`src/rtl/iram_reader.sv`:
```
// iram_reader: burst reader that fetches `length` consecutive bytes from an
// IRAM with one-cycle read latency and streams them out over a valid/ready
// handshake through a two-entry buffer. Reads are only issued when the data
// coming back is guaranteed a free buffer slot, so nothing is ever dropped.
module iram_reader #(
  parameter int ADDR_W = 8,
  parameter int DATA_W = 8,
  parameter int DEPTH  = 2
) (
  input  logic              clock,
  input  logic              reset_n,
  input  logic              start,
  input  logic [ADDR_W-1:0] base_addr,
  input  logic [ADDR_W:0]   length,
  input  logic              abort,
  output logic              iram_rden,
  output logic [ADDR_W-1:0] IRAM_address,
  input  logic [DATA_W-1:0] iram_q,
  output logic              out_valid,
  output logic [DATA_W-1:0] out_data,
  input  logic              out_ready,
  output logic              busy,
  output logic              done
);

  typedef enum logic [1:0] {
    IDLE  = 2'd0,
    READ  = 2'd1,
    DRAIN = 2'd2,
    DONE  = 2'd3
  } state_t;

  localparam logic [ADDR_W:0]   LEN_ZERO  = {(ADDR_W+1){1'b0}};
  localparam logic [ADDR_W:0]   LEN_ONE   = {{ADDR_W{1'b0}}, 1'b1};
  localparam logic [ADDR_W-1:0] ADDR_ZERO = {ADDR_W{1'b0}};
  localparam logic [ADDR_W-1:0] ADDR_ONE  = {{(ADDR_W-1){1'b0}}, 1'b1};
  localparam logic [DATA_W-1:0] DATA_ZERO = {DATA_W{1'b0}};
  localparam logic [2:0]        DEPTH_C   = 3'(DEPTH);

  state_t            state_r;
  state_t            state_next_s;
  logic [ADDR_W-1:0] addr_r;
  logic [ADDR_W:0]   remaining_r;
  logic              inflight_r;
  logic [DATA_W-1:0] buf_r [0:1];
  logic              wr_ptr_r;
  logic              rd_ptr_r;
  logic [1:0]        count_r;
  logic              busy_r;
  logic              done_r;

  logic              accept_s;
  logic              issue_s;
  logic              pop_s;
  logic              flush_s;
  logic              raw_pop_s;
  logic [2:0]        occupancy_s;
  logic [DATA_W-1:0] out_data_s;

  // Buffer occupancy as seen after this cycle's pop, counting the read whose data is still on its way.
  assign raw_pop_s   = (count_r != 2'd0) && out_ready;
  assign occupancy_s = {1'b0, count_r} + {2'b00, inflight_r} - {2'b00, raw_pop_s};

  // Next-state decode plus the per-cycle issue/pop/flush strobes; abort overrides pop and issue.
  always_comb begin
    state_next_s = state_r;
    accept_s     = 1'b0;
    issue_s      = 1'b0;
    pop_s        = 1'b0;
    flush_s      = 1'b0;
    case (state_r)
      IDLE: begin
        if (start) begin
          accept_s = 1'b1;
          if (length != LEN_ZERO) begin
            state_next_s = READ;
          end else begin
            state_next_s = DONE;
          end
        end else begin
          state_next_s = IDLE;
        end
      end
      READ: begin
        if (abort) begin
          flush_s      = 1'b1;
          state_next_s = IDLE;
        end else begin
          pop_s   = raw_pop_s;
          issue_s = (remaining_r != LEN_ZERO) && (occupancy_s < DEPTH_C);
          if (issue_s && (remaining_r == LEN_ONE)) begin
            state_next_s = DRAIN;
          end else begin
            state_next_s = READ;
          end
        end
      end
      DRAIN: begin
        if (abort) begin
          flush_s      = 1'b1;
          state_next_s = IDLE;
        end else begin
          pop_s = raw_pop_s;
          if (pop_s && (count_r == 2'd1) && !inflight_r) begin
            state_next_s = DONE;
          end else begin
            state_next_s = DRAIN;
          end
        end
      end
      DONE: begin
        state_next_s = IDLE;
      end
      default: begin
        state_next_s = IDLE;
      end
    endcase
  end

  // FSM state register plus registered busy/done flags derived from the next state.
  always_ff @(posedge clock or negedge reset_n) begin
    if (!reset_n) begin
      state_r <= IDLE;
      busy_r  <= 1'b0;
      done_r  <= 1'b0;
    end else begin
      state_r <= state_next_s;
      busy_r  <= (state_next_s == READ) || (state_next_s == DRAIN);
      done_r  <= (state_next_s == DONE);
    end
  end

  // Next read address and number of reads still to issue for the current burst.
  always_ff @(posedge clock or negedge reset_n) begin
    if (!reset_n) begin
      addr_r      <= ADDR_ZERO;
      remaining_r <= LEN_ZERO;
    end else if (accept_s) begin
      addr_r      <= base_addr;
      remaining_r <= length;
    end else if (flush_s) begin
      remaining_r <= LEN_ZERO;
    end else if (issue_s) begin
      addr_r      <= addr_r + ADDR_ONE;
      remaining_r <= remaining_r - LEN_ONE;
    end
  end

  // Marks that IRAM data for last cycle's read arrives this cycle; abort discards it.
  always_ff @(posedge clock or negedge reset_n) begin
    if (!reset_n) begin
      inflight_r <= 1'b0;
    end else if (flush_s) begin
      inflight_r <= 1'b0;
    end else begin
      inflight_r <= issue_s;
    end
  end

  // Two-entry FIFO holding returned bytes in address order.
  always_ff @(posedge clock or negedge reset_n) begin
    if (!reset_n) begin
      buf_r[0] <= DATA_ZERO;
      buf_r[1] <= DATA_ZERO;
      wr_ptr_r <= 1'b0;
      rd_ptr_r <= 1'b0;
      count_r  <= 2'd0;
    end else if (flush_s) begin
      wr_ptr_r <= 1'b0;
      rd_ptr_r <= 1'b0;
      count_r  <= 2'd0;
    end else begin
      if (inflight_r) begin
        buf_r[wr_ptr_r] <= iram_q;
        wr_ptr_r        <= ~wr_ptr_r;
      end
      if (pop_s) begin
        rd_ptr_r <= ~rd_ptr_r;
      end
      count_r <= count_r + {1'b0, inflight_r} - {1'b0, pop_s};
    end
  end

  // Present the oldest entry; drive zero when the buffer is empty so stale bytes never leak.
  always_comb begin
    out_data_s = DATA_ZERO;
    if (count_r != 2'd0) begin
      out_data_s = buf_r[rd_ptr_r];
    end else begin
      out_data_s = DATA_ZERO;
    end
  end

  assign iram_rden    = issue_s;
  assign IRAM_address = addr_r;
  assign out_valid    = (count_r != 2'd0);
  assign out_data     = out_data_s;
  assign busy         = busy_r;
  assign done         = done_r;

endmodule

```
`config.mk`:
```
export PLATFORM = sky130hd
export DESIGN_NAME = iram_reader
export DESIGN_NICKNAME = d
export VERILOG_FILES = /design/src/rtl/iram_reader.sv
export SDC_FILE = /design/constraint.sdc
export NUM_CORES = 1
export LEC_CHECK = 0
export CAP_MARGIN = 20
export CORE_UTILIZATION = 26
export CTS_CLUSTER_DIAMETER = 30
export DETAILED_ROUTE_END_ITERATION = 10
export GPL_ROUTABILITY_DRIVEN = 0
export SLEW_MARGIN = 20
export SYNTH_ARGS = -nofsm -noshare
export SYNTH_HDL_FRONTEND = slang
export SYNTH_SLANG_ARGS = --single-unit
```
`constraint.sdc`:
```
create_clock -name clock -period 5.36 [get_ports clock]
set_input_delay 0.804 -clock clock [delete_from_list [all_inputs] [get_ports clock]]
set_output_delay 0.804 -clock clock [all_outputs]
set_load 0.02 [all_outputs]
```
* Word level (Yosys, flattened, before mapping)
Cells that the tools add are included.
Storage, ports and cells: register bits after elaboration 42, output and inout port bits 20, word-level logic and storage cells 88
Operators by class: $add $sub $neg 6, magnitude comparators 4, equality and inequality tests 9, muxes and demuxes 34, bitwise gates (word level) 5, reductions and logical operators 19
Operators with widths (number):
- $mux 8 | 8
- $mux 9 | 3
- $reduce_bool 9->1 | 2
- $bwmux 16 | 1
- $mux 1 | 14
- $mux 2 | 6
- $eq 9x1->1 const B | 1
- $sub 9x1->9 const B | 1
- $add 8x1->8 const B | 1
- $demux 8 s1 | 1
- $eq 2x2->1 const B | 4
- $pmux 2 s4 | 1
- $reduce_bool 2->1 | 4
- $eq 2x1->1 const B | 3
- $logic_and 1x1->1 | 6
- $ge 2x2->1 const B | 2
- $not 1->2 | 2
- $reduce_and 2->1 | 2
- $add 2x1->3 | 1
- $lt 3x2->1 const B | 1
- $not 1->1 | 3
- $reduce_bool 3->1 | 1
- $sub 3x1->3 | 1
- $add 2x1->2 | 1
- other kinds (7) | 7

* Depth between registers and ports, before layout
Gate-level depths: netlist of the first run.
depth in word-level cells 11, mapped depth 12, mapped depth without buffers 12

* Least setup slack after synthesis of the first run
No wires, ideal clock.
kind register to output, start point reg count_r[1], end point out iram_rden, arrival time 2.524 ns, data required time 4.556 ns, slack 2.032 ns, cell stages (with the launch flop) 10, cells stage by stage dfrtp_1 -> nor2_2 -> inv_1 -> and2_1 -> ha_1 -> nand2b_1 -> fa_1 -> xnor2_2 -> nand3_2 -> nor2_4
Between the ends: longest elaborated chain between the ends 7
RTL lines:
- from (decl) | RTL line 48 | logic [1:0] count_r;
- from (signal assigned) | RTL line 180 | count_r <= count_r + {1'b0, inflight_r} - {1'b0, pop_s};
- $reduce_bool 2->1
- via out_valid | RTL line 19 | output logic out_valid,
- $logic_and 1x1->1 | RTL line 61 | assign raw_pop_s = (count_r != 2'd0) && out_ready;
- $sub 3x1->3 | RTL line 62 | assign occupancy_s = {1'b0, count_r} + {2'b00, inflight_r} - {2'b00, raw_pop_s};
- $lt 3x2->1 | RTL line 90 | issue_s = (remaining_r != LEN_ZERO) && (occupancy_s < DEPTH_C);
- $logic_and 1x1->1 | RTL line 90
- $mux 1 | RTL line 85 | if (abort) begin
- $mux 1 | RTL line 71 | case (state_r)
- to (decl) | RTL line 16 | output logic iram_rden,
The timed path passes the listed nets, and every way through them passes these cells.

* Worst setup path in the final report of the first run
start point reg count_r[1], end point out iram_rden
Between the ends: longest elaborated chain between the ends 7
RTL lines (RTL line):
- branches (longest 2 deep; another with $add 2x1->3)
- $sub 3x1->3 (*) | 62
- $lt 3x2->1 (*) | 90
- $logic_and 1x1->1 (*) | 90
- $mux 1 (*) | 85
- $mux 1 (*) | 71
Mark *: on every way between the ends.

==> flow_metrics.tcl, run 1 <==
set metrics [dict create \
    route.met3.wl_um 215 \
    drc 6 \
    power.share.combinational_pct 50.5 \
    intPower_uw 1080 \
    worst_slack_ps 865 \
    p_leak_uw 0.00125 \
    synth-edff-count 0 \
    cts_buffers 5 \
    first_pass_iters 7 \
    post-dp-hpwl_um 3850 \
    synth_compound_area_share_pct 9.29 \
    synth_xor_area_share_pct 5.83 \
    syn_nets 270 \
    drt-initial-drc-count 78 \
    avgRoutedWirePerCell_um 13.8 \
    synthMuxAreaShare_pct 12.2 \
    period_share_pct 83.9 \
    r2r_start "count_r[1]" \
    slew_headroom_pct 48.6 \
    pre_cts_ws_ps 897 \
    setup_viol 0 \
    cts-root-buf "clkbuf_8" \
    grtUsageTotal_pct 12.3 \
    synth_adder_area_share_pct 7.14 \
    yosysTopAreaCellShare_pct 44.1 \
    ys_seq_area_share_pct 44.1 \
    rr_worst_depth 13 \
    path_max_fanout 14 \
    clk_pin_slew_ps 90 \
    vdd_drop_max_mv 0.222 \
    fmax_mhz 222 \
    crit_arrival_ps 3690 \
    postCtsSetupRepairBufs 0 \
    antennaDiodeCount 0 \
    maxCapViolCount 0 \
    core_um2 8810 \
    synth_async_sr_flop_share_pct 100 \
    grt_pass1_vias 1883 \
    critPathLaunch "count_r[1]" \
    critical_path_class "register to output port" \
    die_w_um 97.7 \
    dieArea_um2 9550 \
    vias 1840 \
    fp-row-count 34 \
    io_pins 50 \
    synth_cell_types 43 \
    synth_seq_cells 42 \
    power_density_nw_per_um2 575 \
    p_sw_uw 715 \
    initial_utilization_pct 27.1 \
    cts_tree "yes" \
    power_frac_seq_pct 32.7 \
    hold_path.class "input pin to async pin" \
    power.share.switching_pct 39.9 \
    synth.avg_cell_area_um2 10.5 \
    wl_met1_um 2580 \
    yosysTopAreaCell "dfrtp_1" \
    synthFlopType "dfrtp_1" \
    synth-simple-area-share_pct 18.9 \
    finalHoldViolCount 0 \
    regToRegEndpoint "busy" \
    ant_nets 0 \
    postRouteWirelength_um 5350 \
    drive_gt1_share_pct 15.0 \
    worst_pin_slew_ps 768 \
    holdBufCountCts 0 \
    p_clk_share_pct 16.8 \
    maxSlewViolCount 0 \
    synth_top_family_by_area "simple AND/OR/NAND/NOR gates" \
    grt_pass1_wl_um 9360 \
    reg2reg_slack_ps 1670 \
    numPortBuffers 49 \
    grt-ovfl-total 0 \
    via_per_inst 4.74 \
    grt_antenna_before_repair 0 \
    htreeDepth 2 \
    outcome "finished with violations" \
    top_layer "met4" \
    setup_total_negative_slack_ps 0 \
    required_ps 4560 \
    ys_warn_count 0 \
    synth.most_common_cell "dfrtp_1" \
    syn_inst 227 \
    violations "DRC" \
    rsz0062_at_grt "no" \
    finalClockSkew_ps 7.34 \
    grt_max_degree 43 \
    clkLatencyLatePin_ps 290 \
    ctsResizeCount 0 \
    synthTopCellsByArea "dfrtp_1 (44%), mux2_2 (8.0%), ha_1 (6.3%)" \
    die_h_um 97.7 \
    period_needed_ps 4500 \
    met2_length_um 2530 \
    critPathLaunchType "register" \
    cts_buffer_depth 2 \
    syn_to_final_growth_pct 31.0 \
    nets 322 \
    synth_commonest_cells "dfrtp_1 (42), nand2_1 (23), nor2_1 (18)" \
    synth_area_um2 2380 \
    end_kind "output port" \
    cts_sinks 42 \
]
cells in the final DEF, fill, tap and decap left out, types with 3 or more instances in the layout:
| master | n |
|---|---|
| inv_1 | 8 |
| dfrtp_1 | 42 |
| ha_1 | 12 |
| o21ai_0 | 7 |
| clkdlybuf4s50_1 | 48 |
| xnor2_1 | 13 |
| mux2i_1 | 10 |
| o21ai_1 | 6 |
| and2_1 | 4 |
| nor3_2 | 6 |
| nand3_1 | 3 |
| nand2_1 | 23 |
| mux2_2 | 17 |
| nand4_1 | 5 |
| nor2b_1 | 3 |
| a21oi_1 | 14 |
| nor2_1 | 18 |
| o31ai_1 | 3 |
| clkbuf_8 | 5 |
worst max path at each step:
stage,endpoint,depth (start not counted)
final,iram_rden,10
after detailed placement,iram_rden,9
after floorplan,iram_rden,9
after CTS,iram_rden,10
after global placement,iram_rden,9
after global routing,iram_rden,10
registers in the layout, summed over array words and instances (netlist names):
name / cells
busy: 1
wr_ptr_r: 1
buf_r: 16
rd_ptr_r: 1
done: 1
inflight_r: 1
count_r: 2
IRAM_address: 8
remaining_r: 9
state_r: 2
per-layer routing:
layer,vias up,track usage (%)
li1,902,-
met1,893,16.4
met2,41,20.5
met3,4,2.43
met4,0,2.80
met5,-,0
per-stage QoR:
stage / area [um2] / power, uW / util (%) / cells / hold WS [ps]
CTS: 3120 / 1820 / 35.4 / 388 / 517
global placement: 2980 / 1480 / 33.9 / 380 / 487
detailed placement: 2980 / 1500 / 33.9 / 380 / 495
floorplan: 2380 / 1190 / - / 227 / 479
finish: 3120 / 1790 / 35.5 / 388 / 493
global route: 3120 / 1940 / 35.5 / 388 / 530
critical path: stages (launching register included):
cell             delay, ps
dfrtp_1                480
nor2_2                 360
inv_1                  100
and2_1                 200
ha_1                   270
nand2b_1               150
fa_1                   410
xnor2_2                180
nand3_2                400
nor2_4                 230
clkdlybuf4s50_1        620
area by class of cell:
cell class | count | area, um2
fillers | 864 | 5680
clock buffers | 5 | 68.8
well taps | 108 | 135
clock inverters | 3 | 68.8
inverters | 8 | 30.0
flip-flops and latches | 42 | 1050
multi-input cells | 172 | 1270
repair buffers | 50 | 495
cell families (layout without fill, tap and decap cells):
logic type,count (synthesis),count (layout)
AO/OA/AOI/OAI,38,38
XOR/XNOR,15,15
adder cells (fa/ha/maj),13,13
buffers and inverters,13,66
flip-flops,42,42
multiplexers,27,27
AND/OR/NAND/NOR,79,79
power by group through the flow:
stage / combinational, uW / clock, uW / sequential (uW)
global route: 1010 / 326 / 611
finish: 906 / 301 / 586
detailed placement: 910 / 0 / 593
floorplan: 598 / 0 / 596
CTS: 919 / 313 / 588
global placement: 896 / 0 / 588
(Power assumes the default switching activity.)
==> run 2: changes to the inputs <==
==> constraint.sdc (replaced) <==
create_clock -name clock -period 3.62 [get_ports clock]
set_input_delay 0.543 -clock clock [delete_from_list [all_inputs] [get_ports clock]]
set_output_delay 0.543 -clock clock [all_outputs]
set_load 0.02 [all_outputs]
==> flow_metrics.tcl, run 2 (synthesis gave the netlist of run 1 again) <==
set metrics [dict create \
    r2r_start "count_r[1]" \
    avgRoutedWirePerCell_um 13.7 \
    first_pass_iters 7 \
    io_pins 50 \
    cts_buffers 5 \
    largest_register_ffs 16 \
    setup_total_negative_slack_ps 0 \
    required_ps 3080 \
    vias 1829 \
    grt_pass1_wl_um 9230 \
    hold_path.class "input pin to async pin" \
    antennaDiodeCount 0 \
    setup_viol 0 \
    power_uw 2540 \
    grt_antenna_before_repair 0 \
    mostFrequentLayoutCell "clkdlybuf4s50_1" \
    grt_pass1_vias 1924 \
    syn_to_final_growth_pct 29.8 \
    drive_gt1_share_pct 15.2 \
    p_leak_uw 0.00126 \
    crit_arrival_ps 2680 \
    fmax_mhz 310 \
    period_needed_ps 3220 \
    grtUsageTotal_pct 12.2 \
    ctsResizeCount 0 \
    layout_common_cells "clkdlybuf4s50_1 (47), dfrtp_1 (42), nand2_1 (23)" \
    drc 6 \
    post-dp-hpwl_um 3900 \
    htreeDepth 2 \
    clkLatencyLatePin_ps 300 \
    postRouteWirelength_um 5360 \
    clk_pin_slew_ps 80 \
    core_um2 8810 \
    vdd_drop_max_mv 0.276 \
    drt-initial-drc-count 87 \
    nets 324 \
    cts_tree "yes" \
    maxCapViolCount 0 \
    slew_headroom_pct 44.9 \
    path_max_fanout 3 \
    die_w_um 97.7 \
    holdBufCountCts 0 \
    grt-ovfl-total 0 \
    finalHoldViolCount 0 \
    dieArea_um2 9550 \
    cts_buffer_depth 2 \
    critical_path_class "input pin to output port" \
    period_share_pct 89.0 \
    cts-root-buf "clkbuf_8" \
    grt_max_degree 43 \
    ant_nets 0 \
    finalClockSkew_ps 8.68 \
    maxSlewViolCount 0 \
    critPathLaunchType "input pin" \
    initial_utilization_pct 27.1 \
    violations "DRC" \
    postCtsSetupRepairBufs 0 \
    cts_sinks 42 \
    rsz0062_at_grt "no" \
    outcome "finished with violations" \
    critPathLaunch "out_ready" \
    end_kind "output port" \
    via_per_inst 4.69 \
    fp-row-count 34 \
    largest_register "buf_r" \
    worst_pin_slew_ps 823 \
    die_h_um 97.7 \
    numPortBuffers 49 \
    power_density_nw_per_um2 821 \
]
==> run 2: final timing paths <==
path	to	slack [ps]	cells after the start
worst min-delay path	remaining_r[5]	220	1
min in group clock	buf_r[13]	510	1
worst max register to register	busy	600	13
max in group asynchronous	count_r[0]	3010	1
worst min register to register	buf_r[13]	510	1
worst max-delay path	iram_rden	400	9
==> run 2: cell type report <==
| type | instances | area [um2] |
|---|---|---|
| Clock buffer | 7 | 86.3 |
| Clock inverter | 1 | 5.00 |
| Fill cell | 888 | 5710 |
| Inverter | 8 | 30.0 |
| Multi-Input combinational cell | 172 | 1270 |
| Sequential cell | 42 | 1050 |
| Tap cell | 108 | 135 |
| Timing Repair Buffer | 52 | 513 |
==> run 2: per-layer routing <==
layer | track usage (%) | up-vias | share of wire [%] | wire length, um
met4 | 4.43 | 0 | 0.99 | 53
met2 | 19.9 | 36 | 47 | 2510
met3 | 2.51 | 6 | 3.9 | 210
met5 | 0 | - | 0 | 0
met1 | 16.0 | 882 | 48 | 2590
li1 | - | 905 | - | -
==> run 2: stage by stage <==
step	std cells	area [um2]	util [%]	setup WS, ps	hold WS (ps)
CTS	390	3090	35.1	2.04	417
floorplan	227	2380	-	400	247
global route	390	3090	35.1	205	271
detailed placement	382	3000	34.0	30.5	495
global placement	382	3000	34.0	61.2	487
finish	390	3090	35.1	397	217
==> run 2: critical path: stages <==
cell and delay [ps]:
clkdlybuf4s50_1 480, and2_1 170, ha_1 230, nand2b_1 150, fa_1 410, xnor2_2 180
nand3_2 140, nor2_4 140, dlymetal6s2s_1 230
==> run 2: report_power, final <==
part / internal, uW / switching (uW)
registers: 678 / 192
logic: 656 / 691
clock network: 154 / 166
==> run 3: changes to the inputs <==
--- a/config.mk
+++ b/config.mk
@@ -5,6 +5,7 @@
 export SDC_FILE = /design/constraint.sdc
 export NUM_CORES = 1
 export LEC_CHECK = 0
+export ABC_CLOCK_PERIOD_IN_PS = 3620
 export CAP_MARGIN = 20
 export CORE_UTILIZATION = 26
 export CTS_CLUSTER_DIAMETER = 30
==> results of run 3 <==
The final DEF is identical to that of run 2; final timing and power are the same.
